==> src/rtl/request_encoder_16to4.sv <==
// Latching 16-to-4 priority encoder: accumulates request strobes into a pending
// register and presents one granted index at a time under a valid/ack handshake.
module request_encoder_16to4 #(
  parameter bit ROUND_ROBIN = 1'b0
) (
  input  logic        Clock,
  input  logic        Reset_n,
  input  logic        Enable,
  input  logic [15:0] Request_In,
  input  logic [15:0] Mask,
  input  logic        Clear_All,
  input  logic        Ack,
  output logic [3:0]  Encoder_Output,
  output logic        Valid,
  output logic [15:0] Pending
);

  localparam int N = 16;
  localparam int W = 4;

  typedef enum logic {IDLE, GRANT} state_t;

  state_t         state_q, state_d;
  logic [N-1:0]   pend_q, pend_d;
  logic [W-1:0]   enc_q, enc_d;
  logic [W-1:0]   ptr_q, ptr_d;

  logic [N-1:0]   elig;
  logic [N-1:0]   clr;
  logic           ack_fire;
  logic [W-1:0]   start;
  logic [W-1:0]   idx;
  logic [W-1:0]   win_idx;
  logic           win_found;

  assign Valid          = (state_q == GRANT);
  assign Encoder_Output = enc_q;
  assign Pending        = pend_q;
  assign elig           = pend_q & ~Mask;
  assign ack_fire       = Valid & Ack;
  assign start          = ROUND_ROBIN ? ptr_q : '0;

  for (genvar g = 0; g < N; g++) begin : g_clr
    assign clr[g] = ack_fire && (enc_q == W'(g));
  end

  // Scan from the farthest offset down so the nearest set bit at/after start wins.
  always_comb begin
    win_found = 1'b0;
    win_idx   = '0;
    idx       = '0;
    for (int i = N - 1; i >= 0; i--) begin
      idx = start + W'(i);
      if (elig[idx]) begin
        win_found = 1'b1;
        win_idx   = idx;
      end
    end
  end

  always_comb begin
    // Set beats clear, so a re-request during Ack stays pending.
    pend_d  = (pend_q & ~clr) | (Enable ? Request_In : '0);
    state_d = state_q;
    enc_d   = enc_q;
    ptr_d   = ptr_q;
    if (Clear_All) begin
      pend_d  = '0;
      state_d = IDLE;
    end else begin
      case (state_q)
        IDLE: begin
          if (win_found) begin
            enc_d   = win_idx;
            state_d = GRANT;
          end
        end
        GRANT: begin
          if (Ack) begin
            state_d = IDLE;
            ptr_d   = enc_q + W'(1);
          end
        end
        default: state_d = IDLE;
      endcase
    end
  end

  always_ff @(posedge Clock or negedge Reset_n) begin
    if (!Reset_n) begin
      state_q <= IDLE;
      pend_q  <= '0;
      enc_q   <= '0;
      ptr_q   <= '0;
    end else begin
      state_q <= state_d;
      pend_q  <= pend_d;
      enc_q   <= enc_d;
      ptr_q   <= ptr_d;
    end
  end

endmodule

==> config.mk <==
export PLATFORM = sky130hd
export DESIGN_NAME = request_encoder_16to4
export DESIGN_NICKNAME = d
export VERILOG_FILES = /design/src/rtl/request_encoder_16to4.sv
export SDC_FILE = /design/constraint.sdc
export NUM_CORES = 1
export LEC_CHECK = 0
export ABC_AREA = 1
export CAP_MARGIN = 10
export CORE_ASPECT_RATIO = 1.4
export CORE_MARGIN = 5
export CORE_UTILIZATION = 43
export DETAILED_ROUTE_END_ITERATION = 12
export PLACE_DENSITY = 0.84
export SLEW_MARGIN = 10
export SYNTH_ARGS = -nofsm -noshare
export SYNTH_HDL_FRONTEND = slang
export SYNTH_SLANG_ARGS = --single-unit
==> constraint.sdc <==
create_clock -name Clock -period 2.6 [get_ports Clock]
set_input_delay 0.78 -clock Clock [delete_from_list [all_inputs] [get_ports Clock]]
set_output_delay 0.78 -clock Clock [all_outputs]
set_load 0.01 [all_outputs]
==> results.md <==
* Status: finished, final reports clean
* Worst Path Buf+Inv at 1
* Worst-path clk slew at 0.12 ns
* Sink Count at 21
* Root buffer cell: clkbuf_4
* Switching Share at 34.82%
* Residual DRC at 0
* Post-CTS Setup Bufs at 0
* Clock Power Share at 17.9%
* Detailed Route Iter0 Violations at 49
* Critical path's top delay family: buffers and inverters
* Final Instance Area at between 0.0015 and 0.002 mm^2
* Syn Nets at 212
* Slowest stage cell on the critical path: clkdlybuf4s50_1
* Fillers at between 200 and 250
* Main flop type after synthesis: dfrtp_1
* Clk buf depth at 2
* Slew Limit Fails at 0
* Buffers on Ports at 57
* Worst reg2reg path depth at 18
* Die width at 54.90 um
* Yosys reg bits at 21
* Num CTS Buffers at 3
* Total wire length at between 3000 and 4000 um
* Sequential share of the synthesized area at 43.30%
* Origin of the worst min-delay path: Pending[1]
* Mapped Avg Cell Area at 6.935 um^2
* Hold crit path type: reg2reg
* Clock period minus worst slack at ~2.2 ns
* CP Cell Sequence: clkdlybuf4s50_1
* Worst rel slew slack at between 60% and 70%
* Die Span Y at 72.86 um
* Mapped Cells at 175
* Worst-Margin Slew at 0.5726 ns
* Largest net degree at the start of global routing at 22
* Most common cell after layout, fill and taps aside: clkdlybuf4s50_1
* Setup CP Type: reg2out
* DRT Pass-1 Iters at 4
* Initial antenna violation count at 0
* CTS tree: built
* Layout cell share with drive strength beyond 1 at 8.974%
* Crit Path Max Fanout at 5
* Worst Path Required at 1.82 ns
* Max_cap viols at 0
* Area after DPL at 0.001829 mm^2
* Peak VDD IR at 0.3513 mV
* Min-Delay Endpoint: Pending[1]
* Worst Hold Depth at 2
* # IOs at 58
* CORE AREA at 0.002670 mm^2
* Critical Path End Type: primary output
* First-pass GRT wire length at 5589 um
* Internal power at a little under 0.0006 W
* Clk Latency, worst-skew pair at 0.31 ns
* Sequential Power Share at around 45%
* Die area at 0.004000 mm^2
* Slowest Stage Delay on Critical Path at 0.58 ns
* RSZ-0062 raised after global routing: false
* Clock skew at around 0.0035 ns
* Post-synth EDFFs at 0
* GPL Wtd Cong at 0.8215
* Routed vias/inst at ~4.8
* Worst setup SP type: register
* NetSw at 0.0003172 W
* Total number of vias at 1304
* H-tree Lvls at 1
* Fin crit share at 82.81%
* Vias in the first global route at 1314
* Fin nets at approximately 270
* Initial Util at 45.45%
* TNS Setup at 0 ns
* Post_cts resized at 0
* Lkg Pwr at 0.8885 nW
* Antenna diode count at 0
* Area delta synth->final at 52.89%
* Global-route usage over all layers at 18.80%
* R2R Path End: Encoder_Output[0]
* Routed len/inst at 12.90 um
* FMAX at 464.4 MHz
* Post-cts hold buffer count at 0
* DRT antenna net count at 0
* Most frequent cells in the layout: 57 x clkdlybuf4s50_1, 53 x nand2_1, 24 x inv_1
* Synth warn at 0
* PwrDens at 490.8 mW/mm^2
* Synth cell types at 18
* Reg2Reg Setup Slack at 1.18 ns
* Core Rows at 22
* Async set or reset register ratio after synthesis at between 90% and 100%
* Post-Syn Area at approximately 0.0012 mm^2
* Remaining global-route overflow at 0
* Hpwl dp at around 2800 um
* Arrival time worst endpoint at ~1.4 ns
* RR Startpoint: Pending[15]
* Part of the power in combinational logic at between 30% and 40%
* Hold Fails Final Rpt at 0
* Setup violations, final at 0
## stage by stage
stage                     std cells  hold slack (ns)  power [W]  setup slack [ns]  utilization, %
after floorplan                 175           0.4844  0.0005681            0.8935               -
after global placement          266           0.5483  0.0007510            0.3377           68.51
after detailed placement        266           0.5568  0.0007560            0.3292           68.51
after CTS                       270           0.5708  0.0009135            0.4361           69.49
after global routing            270           0.6047  0.0009667            0.3853           69.49
final                           270           0.5670  0.0009108            0.4469           69.49
## routing by layer
metal | track usage (%) | vias to the layer above | routed length [um]
li1 | - | 667 | -
met1 | 21.21 | 588 | 1347
met2 | 32.76 | 42 | 1836
met3 | 3.681 | 7 | 230
met4 | 8.378 | 0 | 68
met5 | 0 | - | 0
## state kept, by name, summed over array words and instances (netlist names)
signal	flops
Valid	1
Pending	16
Encoder_Output	4
## cells by family (layout without fill, tap and decap cells)
family,Yosys count,after routing,share of synthesized area [%]
AO/OA/AOI/OAI,38,38,16.70
flip-flops,21,21,43.30
AND/OR/NAND/NOR,86,86,30.72
buffers and inverters,30,89,9.279
## final cells by class
type / instances / area, um^2 / share of cell area, %
repair buffers: 59 / 585.6 / 31.56
multi-input cells: 124 / 575.6 / 31.02
flip-flops and latches: 21 / 525.5 / 28.32
inverters: 26 / 97.59 / 5.260
well taps: 36 / 45.04 / 2.428
clock buffers: 4 / 26.28 / 1.416
## cell usage after synthesis, types with 2 or more instances
master	n	share of area, %
a21oi_1	16	6.6
nand3_1	3	1.2
nand2_2	9	4.6
inv_1	24	7.4
dfrtp_1	21	43
o21ai_0	16	6.6
clkbuf_1	4	1.2
inv_2	2	0.62
nor2_1	14	4.3
o22ai_1	2	1.0
nor2_2	3	1.5
nor3_1	3	1.2
nand2_1	53	16
## power groups by stage
stage	Combinational (W)	Clock (W)	Sequential [W]
2_1_floorplan	0.000146	0	0.000422
3_3_place_gp	0.000339	0	0.000412
3_5_place_dp	0.000343	0	0.000413
4_1_cts	0.000344	0.000162	0.000407
5_1_grt	0.000376	0.000178	0.000413
6_report	0.000342	0.000163	0.000406
## how the worst max path moves through the flow
stage | cells after the start | end | from | slack, ns
6_report | 1 | Valid | Valid | 0.45
5_1_grt | 1 | Valid | Valid | 0.39
4_1_cts | 1 | Valid | Valid | 0.44
3_5_place_dp | 12 | Encoder_Output[2] | Mask[6] | 0.33
3_3_place_gp | 12 | Encoder_Output[1] | Mask[7] | 0.34
2_1_floorplan | 11 | Encoder_Output[1] | Mask[3] | 0.89
Power figures use the tool's default switching activity.
